### config.mk
export PLATFORM = sky130hd
export DESIGN_NAME = ins_mem_loader_flat
export DESIGN_NICKNAME = d
export VERILOG_FILES = /design/src/rtl/ins_mem_loader_pkg.sv /design/src/rtl/ins_mem_loader_if.sv /design/src/rtl/ins_mem_loader_assembler.sv /design/src/rtl/ins_mem_loader.sv /design/src/flat_wrapper.sv
export SDC_FILE = /design/constraint.sdc
export NUM_CORES = 1
export LEC_CHECK = 0
export CAP_MARGIN = 20
export CORE_MARGIN = 1
export CORE_UTILIZATION = 24
export DETAILED_ROUTE_END_ITERATION = 12
export PLACE_DENSITY_LB_ADDON = 0.05
export RECOVER_POWER = 100
export SLEW_MARGIN = 20
export SYNTH_ARGS = -nofsm -noshare
export SYNTH_HDL_FRONTEND = slang
export SYNTH_HIERARCHICAL = 1
export SYNTH_SLANG_ARGS = --single-unit
### constraint.sdc
create_clock -name clk -period 4.3 [get_ports clk]
set_clock_uncertainty 0.05 [all_clocks]
set_input_delay 0.645 -clock clk [delete_from_list [all_inputs] [get_ports clk]]
set_output_delay 0.645 -clock clk [all_outputs]
set_load 0.02 [all_outputs]
### src/rtl/ins_mem_loader_pkg.sv
// -----------------------------------------------------------------------------
// simd_pkg
// Shared types and default widths for the instruction memory loader.
//   loader_state_e      : loader FSM states
//   INS_WIDTH_DEF       : default instruction word width (bits)
//   INS_ADDR_WIDTH_DEF  : default instruction memory address width (bits)
// -----------------------------------------------------------------------------
package simd_pkg;

   localparam int INS_WIDTH_DEF      = 64;
   localparam int INS_ADDR_WIDTH_DEF = 8;

   typedef enum logic [2:0] {
      IDLE,
      HDR,
      DATA,
      WRITE,
      CHK,
      DONE
   } loader_state_e;

endpackage : simd_pkg

### src/rtl/ins_mem_loader_if.sv
// -----------------------------------------------------------------------------
// ins_mem_loader_if
// Byte stream input plus BRAM port-A write side of the instruction loader.
//   s_data/s_valid/s_ready : byte stream, transfer when s_valid & s_ready
//   ins_wea/ins_addra/ins_dina : instruction BRAM port-A write
// Modports:
//   master : the loader (consumes the stream, drives the BRAM port)
//   slave  : the environment (stream source, BRAM)
// -----------------------------------------------------------------------------
interface ins_mem_loader_if
   import simd_pkg::*;
#(
   parameter int INS_ADDR_WIDTH = INS_ADDR_WIDTH_DEF,
   parameter int INS_WIDTH      = INS_WIDTH_DEF
);

   logic [7:0]                s_data;
   logic                      s_valid;
   logic                      s_ready;
   logic                      ins_wea;
   logic [INS_ADDR_WIDTH-1:0] ins_addra;
   logic [INS_WIDTH-1:0]      ins_dina;

   modport master (
      input  s_data, s_valid,
      output s_ready, ins_wea, ins_addra, ins_dina
   );

   modport slave (
      output s_data, s_valid,
      input  s_ready, ins_wea, ins_addra, ins_dina
   );

endinterface : ins_mem_loader_if

### src/rtl/ins_mem_loader_assembler.sv
// -----------------------------------------------------------------------------
// ins_word_assembler
// Places stream bytes little-endian into an instruction word.
//   clk, rst   : clock, asynchronous active-high reset
//   clear      : restart assembly at byte 0 with an all-zero word
//   byte_en    : byte_in is accepted this cycle
//   byte_in    : stream byte
//   word       : word including the byte accepted this cycle
//   word_full  : the byte accepted this cycle completes the word
// -----------------------------------------------------------------------------
module ins_word_assembler #(
   parameter int INS_WIDTH = 64
) (
   input  logic                 clk,
   input  logic                 rst,
   input  logic                 clear,
   input  logic                 byte_en,
   input  logic [7:0]           byte_in,
   output logic [INS_WIDTH-1:0] word,
   output logic                 word_full
);

   localparam int BYTES_PER_INS = INS_WIDTH / 8;
   localparam int CNT_W         = (BYTES_PER_INS > 1) ? $clog2(BYTES_PER_INS) : 1;

   logic [CNT_W-1:0]     cnt;
   logic [INS_WIDTH-1:0] word_q;

   // The merged word is visible in the accepting cycle so the top can capture
   // it on the same edge that moves the FSM into WRITE.
   // NOTE: combinational blocks assign every output first; this avoids latches.
   always_comb begin
      word = word_q;
      if (byte_en) begin
         word[8*cnt +: 8] = byte_in;
      end
   end

   assign word_full = byte_en && (cnt == CNT_W'(BYTES_PER_INS - 1));

   // NOTE: sequential state uses non-blocking assignments only.
   always_ff @(posedge clk or posedge rst) begin
      if (rst) begin
         cnt    <= '0;
         word_q <= '0;
      end else if (clear) begin
         cnt    <= '0;
         word_q <= '0;
      end else if (byte_en) begin
         word_q <= word;
         cnt    <= word_full ? '0 : cnt + 1'b1;
      end
   end

endmodule : ins_word_assembler

### src/rtl/ins_mem_loader.sv
// -----------------------------------------------------------------------------
// ins_mem_loader
// Loads a program into the instruction BRAM from a byte stream. The stream is
// a little-endian header holding (number of instructions - 1), followed by the
// instruction words, each little-endian.
//   clk, rst : clock, asynchronous active-high reset
//   start    : begin a load (honoured in IDLE or DONE only)
//   bus      : stream input and BRAM port-A write (ins_mem_loader_if.master)
//   busy     : load in progress, processor held
//   done     : load complete, sticky until the next start
//   err      : checksum mismatch
// Build option: INS_LOADER_CHECKSUM_EN adds a trailing XOR checksum byte that
// is compared against all header and data bytes; without it err is tied 0.
// -----------------------------------------------------------------------------
module ins_mem_loader
   import simd_pkg::*;
#(
   parameter int INS_ADDR_WIDTH = INS_ADDR_WIDTH_DEF,
   parameter int INS_WIDTH      = INS_WIDTH_DEF
) (
   input  logic              clk,
   input  logic              rst,
   input  logic              start,
   ins_mem_loader_if.master  bus,
   output logic              busy,
   output logic              done,
   output logic              err
);

   localparam int CNT_BYTES = (INS_ADDR_WIDTH + 7) / 8;
   localparam int HDR_CNT_W = (CNT_BYTES > 1) ? $clog2(CNT_BYTES) : 1;

   loader_state_e             state, next_state;
   logic [8*CNT_BYTES-1:0]    hdr_q;
   logic [HDR_CNT_W-1:0]      hdr_cnt;
   logic [INS_ADDR_WIDTH-1:0] word_idx;
   logic [INS_ADDR_WIDTH-1:0] last_idx;
   logic [INS_ADDR_WIDTH-1:0] addra_q;
   logic [INS_WIDTH-1:0]      dina_q;
   logic [INS_WIDTH-1:0]      asm_word;
   logic                      word_full;
   logic                      accept;
   logic                      start_ok;
   logic                      last_word;

   assign last_idx  = hdr_q[INS_ADDR_WIDTH-1:0];
   assign accept    = bus.s_valid && bus.s_ready;
   assign start_ok  = start && ((state == IDLE) || (state == DONE));
   assign last_word = (word_idx == last_idx);

   // Handshake and status outputs are pure decodes of the state register.
   assign bus.s_ready   = (state == HDR) || (state == DATA) || (state == CHK);
   assign bus.ins_wea   = (state == WRITE);
   assign bus.ins_addra = addra_q;
   assign bus.ins_dina  = dina_q;
   assign busy          = (state == HDR) || (state == DATA) ||
                          (state == WRITE) || (state == CHK);
   assign done          = (state == DONE);

   ins_word_assembler #(
      .INS_WIDTH (INS_WIDTH)
   ) u_asm (
      .clk       (clk),
      .rst       (rst),
      .clear     (start_ok),
      .byte_en   (accept && (state == DATA)),
      .byte_in   (bus.s_data),
      .word      (asm_word),
      .word_full (word_full)
   );

   always_ff @(posedge clk or posedge rst) begin
      if (rst) begin
         state <= IDLE;
      end else begin
         state <= next_state;
      end
   end

   always_comb begin
      next_state = state;
      unique case (state)
         IDLE, DONE: if (start) next_state = HDR;
         HDR:        if (accept && (hdr_cnt == HDR_CNT_W'(CNT_BYTES - 1))) next_state = DATA;
         DATA:       if (word_full) next_state = WRITE;
`ifdef INS_LOADER_CHECKSUM_EN
         WRITE:      next_state = last_word ? CHK : DATA;
         CHK:        if (accept) next_state = DONE;
`else
         WRITE:      next_state = last_word ? DONE : DATA;
`endif
         default:    next_state = IDLE;
      endcase
   end

   // Header, word index and the held BRAM port-A address/data. The address and
   // data are captured as the last byte arrives, so they are valid throughout
   // WRITE and keep their values afterwards.
   // NOTE: only control/datapath registers are reset; the BRAM is never cleared.
   always_ff @(posedge clk or posedge rst) begin
      if (rst) begin
         hdr_q    <= '0;
         hdr_cnt  <= '0;
         word_idx <= '0;
         addra_q  <= '0;
         dina_q   <= '0;
      end else begin
         if (start_ok) begin
            hdr_q    <= '0;
            hdr_cnt  <= '0;
            word_idx <= '0;
         end
         if ((state == HDR) && accept) begin
            hdr_q[8*hdr_cnt +: 8] <= bus.s_data;
            hdr_cnt               <= hdr_cnt + 1'b1;
         end
         if (word_full) begin
            addra_q <= word_idx;
            dina_q  <= asm_word;
         end
         // last_idx bounds word_idx, so the increment never wraps.
         if ((state == WRITE) && !last_word) begin
            word_idx <= word_idx + 1'b1;
         end
      end
   end

`ifdef INS_LOADER_CHECKSUM_EN
   logic [7:0] xor_accum;
   logic       err_q;

   always_ff @(posedge clk or posedge rst) begin
      if (rst) begin
         xor_accum <= '0;
         err_q     <= 1'b0;
      end else begin
         if (start_ok) begin
            xor_accum <= '0;
            err_q     <= 1'b0;
         end
         if (accept && ((state == HDR) || (state == DATA))) begin
            xor_accum <= xor_accum ^ bus.s_data;
         end
         if (accept && (state == CHK)) begin
            err_q <= (xor_accum != bus.s_data);
         end
      end
   end

   assign err = err_q;
`else
   assign err = 1'b0;
`endif

endmodule : ins_mem_loader

### src/flat_wrapper.sv
// flat-port wrapper written by rule: the top's interface ports become plain ports
module ins_mem_loader_flat import simd_pkg::*;
#(
   parameter int INS_ADDR_WIDTH = INS_ADDR_WIDTH_DEF,
   parameter int INS_WIDTH      = INS_WIDTH_DEF
)
  (clk, rst, start, busy, done, err, bus_s_data, bus_s_valid, bus_s_ready, bus_ins_wea, bus_ins_addra, bus_ins_dina);
  ins_mem_loader_if #(.INS_ADDR_WIDTH(INS_ADDR_WIDTH), .INS_WIDTH(INS_WIDTH)) bus_i ();
  input  logic clk;
  input  logic rst;
  input  logic start;
  output logic busy;
  output logic done;
  output logic err;
  input wire logic [$bits(bus_i.s_data)-1:0] bus_s_data;
  input wire logic [$bits(bus_i.s_valid)-1:0] bus_s_valid;
  output wire logic [$bits(bus_i.s_ready)-1:0] bus_s_ready;
  output wire logic [$bits(bus_i.ins_wea)-1:0] bus_ins_wea;
  output wire logic [$bits(bus_i.ins_addra)-1:0] bus_ins_addra;
  output wire logic [$bits(bus_i.ins_dina)-1:0] bus_ins_dina;
  assign bus_i.s_data = bus_s_data;
  assign bus_i.s_valid = bus_s_valid;
  assign bus_s_ready = bus_i.s_ready;
  assign bus_ins_wea = bus_i.ins_wea;
  assign bus_ins_addra = bus_i.ins_addra;
  assign bus_ins_dina = bus_i.ins_dina;
  ins_mem_loader #(.INS_ADDR_WIDTH(INS_ADDR_WIDTH), .INS_WIDTH(INS_WIDTH)) u_core (.clk(clk), .rst(rst), .start(start), .bus(bus_i), .busy(busy), .done(done), .err(err));
endmodule
==> results.txt <==
The number of warnings printed during yosys synthesis came out at 6. The post-synthesis compound-gate area fraction came out at 0.0436. The dominant combinational cell family by area after synthesis is multiplexers. TritonCTS built the clock tree. The flow ran to the end, but the final reports show violations. The count of antenna-violating nets left after detailed routing came out at 0.

The post-synthesis share of cell area spent on and, or, nand and nor gates is 0.155. The worst register-to-register path begins at u_core/u_asm/cnt[0]. The quantity of I/O buffers inserted on ports came out at a little under 90.

The clock latency on the worst-skew pair is between 0.4 and 0.5 ns. The path with the worst hold slack has its endpoint at u_core/bus.ins_dina[26]. The die height came out at roughly 190 um. Yosys attributes the largest share of cell area to sky130_fd_sc_hd__dfrtp_1, sky130_fd_sc_hd__mux2_2, sky130_fd_sc_hd__mux2i_1.

The count of placed standard cells including taps came out at 1,173. The maximum level of the CTS H-tree is 4. The remaining design rule violation count came out at 0. The via count of the routed design came out at 5,329.

The count of unique library cells instantiated by Yosys came out at 55. Once routing completed, OpenROAD measured the worst setup slack at approximately 0.62 ns. The setup slack of the most critical reg-to-reg path came out at 0.62 ns. The pin count of the biggest net entering global routing is 93.

The post-CTS setup buffer count came out at 0. The part of the Yosys area used for sequential elements came out at 0.488. The region available for standard cell placement spans 33,400 um^2. The reported leakage power is 0.00497 uW. The met3 usage in global routing came out at 0.0251. Summing all placed instances gives a cell area of 9480 um^2. The top fanout value on the critical path came out at 16.

Of the cells placed in the final design, the portion with a size suffix greater than 1 is 0.222. The proportion of synthesized area in mux cells came out at 0.251. The met1 usage is 0.182. The largest total area in the synthesized netlist belongs to sky130_fd_sc_hd__dfrtp_1. For this run, asynchronously set or reset flops after synthesis account for 1.00. The number of nets produced by synthesis is between 600 and 700. Setup repair after global routing left no endpoint under its margin.

The post-route cell area came out at approximately 10000 um^2. The final antenna diode count is 0. The setup path with the least slack is of type reg2reg. The cell area that synthesis handed to floorplanning was 8150 um^2.

The final RePlAce weighted congestion came out at 0.706. Data on the critical path arrives at its endpoint at 3.95 ns. The count of placed standard cells in the final layout, fillers left out is about 1,200. Dividing the final minimum period by the clock period gives 0.856.

The via count of the first global-routing pass was between 5,000 and 6,000. The via count normalized by instance count is 4.43. The transition at the pin with the smallest max-transition slack came out at 2.55 ns. The final-layout worst hold slack is 0.452 ns. For the worst flop-to-flop path, the logic depth is 7.

After clock tree synthesis, the flow added hold-fix buffers numbering 0. Once the clock tree was built, the resizer swapped 0 gates to a different size. The checks that failed: max-capacitance violations, max-slew violations. The aggregate negative setup slack came out at 0 ns.

Dividing the detail-routed wire length by the instance count gives 18.0 um. The tree is rooted in a sky130_fd_sc_hd__clkbuf_16. After global routing, the most crowded layer is met2. The data required time of the critical path is 4.57 ns.

The overall die area came out at 34,700 um^2. In the post-synthesis netlist, the cell with the most instances is sky130_fd_sc_hd__dfrtp_1. By count the netlist is led by sky130_fd_sc_hd__dfrtp_1, sky130_fd_sc_hd__mux2_2, sky130_fd_sc_hd__nand2b_1, sky130_fd_sc_hd__mux2i_1, sky130_fd_sc_hd__clkbuf_1. The number of hold-slack violations in the final timing report came to 0.

The final number of max-transition violations came to 130. The half-perimeter wire length of the detailed placement result came out at around 14 mm. In this run the most critical hold path is launched from u_core/bus.ins_dina[26]. The endpoint identified for the worst register-to-register timing path is u_core/bus.ins_dina[10]. The power per cell area came out at 515 nW/um^2. The pre-CTS setup slack is 0.975 ns. The initial antenna violation count was 0. The number of placement rows came out at 67. The top achievable clock speed is approximately 270 MHz. Counting flops with a built-in enable in the synthesized netlist gives 0. The number of cells on the worst hold path came out at 1. The number of detailed-route iterations in the first pass came out at 4. The startpoint kind of the worst setup timing path is a flop.

The all-layer global routing usage is 0.134. The global-route track usage on met2 is 0.210. The clock-pin slew reported for the worst setup and hold paths after clock tree synthesis is 0.06 ns. The fraction of synthesized cell area in xor and xnor cells came out at 0.0137.

In the synthesized netlist the dominant register cell turns out to be sky130_fd_sc_hd__dfrtp_1. Synthesis produced a netlist whose cell count is 673. The average cell area after synthesis is approximately 12 um^2. The layout overhead on the synthesized area came out at 22.6%.

The worst supply voltage drop on vdd came out at 0.328 mV. The endpoint class of the critical path is a flop. Buffers inserted during clock tree synthesis total 17.

The worst hold path belongs to the class reg2reg. The top cell type's share of synthesized area came out at 0.488. The clock sink count came out at 159. The worst slew margin relative to its limit is -0.701. The clock passes through at most 2 buffers.

The initial utilization of the core area, before any placement, comes to 0.244. The I/O pin total is 89. The final layout contains routed wiring with a total length of between 20 and 25 mm. The clock period minus worst slack came out at approximately 3.7 ns.

The post-layout net count is between 700 and 800. The post-synthesis share of cell area spent on full adders, half adders and majority gates is 0.0138. The first-pass GRT wire length came out at 34.4 mm.

The total congestion overflow after global routing came out at 0. The horizontal die dimension is between 150 and 200 um. The first routing iteration left 229 violations. Setup violations remaining at the end of the flow were counted as 0.

The synthesized design contains 159 register bits. The number of max-cap violations is 2.
==> logic make-up (layout without fill, tap and decap cells) <==
group	Yosys count	in the layout
AOI/OAI and AO/OA	56	56
xor gates and xnor gates	11	11
adders and majority gates	9	9
buffers and inverters	55	138
DFF	159	159
muxes	187	187
other	1	1
and+or+nand+nor	195	195
==> through the flow <==
stage | utilization | power (uW)
global route | 0.299 | 5470
global placement | 0.283 | 3640
detailed placement | 0.283 | 3670
CTS | 0.302 | 5350
finish | 0.299 | 5150
floorplan | - | 3170
==> power by group <==
group          leakage (uW)  total [uW]  internal [uW]  switching, uW
Combinational       0.00248        1580            692            887
Sequential          0.00220        1940           1720            225
Clock              0.000288        1630            981            645
Total               0.00497        5150           3390           1760
==> final cells by class <==
cell class | count | area (um^2)
fill | 3411 | 23500
sequential | 159 | 3980
multi-input combinational | 459 | 3840
timing repair buffer | 98 | 970
tap | 448 | 561
clock buffer | 20 | 447
clock inverter | 11 | 165
inverter | 9 | 35.0
==> layout by cell type, fill, tap and decap left out, drive strengths merged, types with 12 or more instances in the layout <==
cell / instances
nand2b: 66
mux2i: 57
dlygate4sd3: 79
nand3b: 21
nor2b: 12
mux2: 130
dfrtp: 159
and2: 25
clkbuf: 26
nand2: 19
o21ai: 25
==> worst max path at each step <==
stage	to	cells after the start	slack [ns]	startpoint
final	u_core/bus.ins_dina[10]	7	0.62	u_core/u_asm/cnt[0]
after global placement	u_core/bus.ins_dina[32]	8	0.99	u_core/u_asm/cnt[0]
after CTS	u_core/bus.ins_dina[39]	8	0.97	u_core/u_asm/cnt[0]
after global routing	u_core/bus.ins_dina[25]	7	0.39	u_core/u_asm/cnt[0]
after detailed placement	u_core/bus.ins_dina[32]	7	0.97	bus_s_valid
after floorplan	u_core/bus.ins_addra[0]	1	1.21	rst
==> worst max-delay path, cell delays in order (launching register included) <==
cell,delay [ns]
sky130_fd_sc_hd__dfrtp_1,0.72
sky130_fd_sc_hd__inv_1,0.15
sky130_fd_sc_hd__ha_1,0.27
sky130_fd_sc_hd__ha_1,0.38
sky130_fd_sc_hd__and2_0,0.31
sky130_fd_sc_hd__nand3_1,0.78
sky130_fd_sc_hd__mux2_1,0.64
sky130_fd_sc_hd__mux2_2,0.27
==> sequential cells by signal, indices dropped and copies added (netlist names) <==
register and cells:
u_core/state 3, u_core/hdr_cnt 1, u_core/hdr_q 8, u_core/word_idx 8
u_core/bus.ins_addra 8, u_core/u_asm/word_q 64, u_core/bus.ins_dina 64, u_core/u_asm/cnt 3
==> per-layer routing <==
metal / routed length [um] / vias to the layer above / part of all wire
met4: 303 / 0 / 0.014
met1: 10600 / 2730 / 0.49
met2: 10200 / 89 / 0.47
li1: - / 2493 / -
met3: 616 / 17 / 0.028
met5: 0 / - / 0
Power figures use the tool's default switching activity.
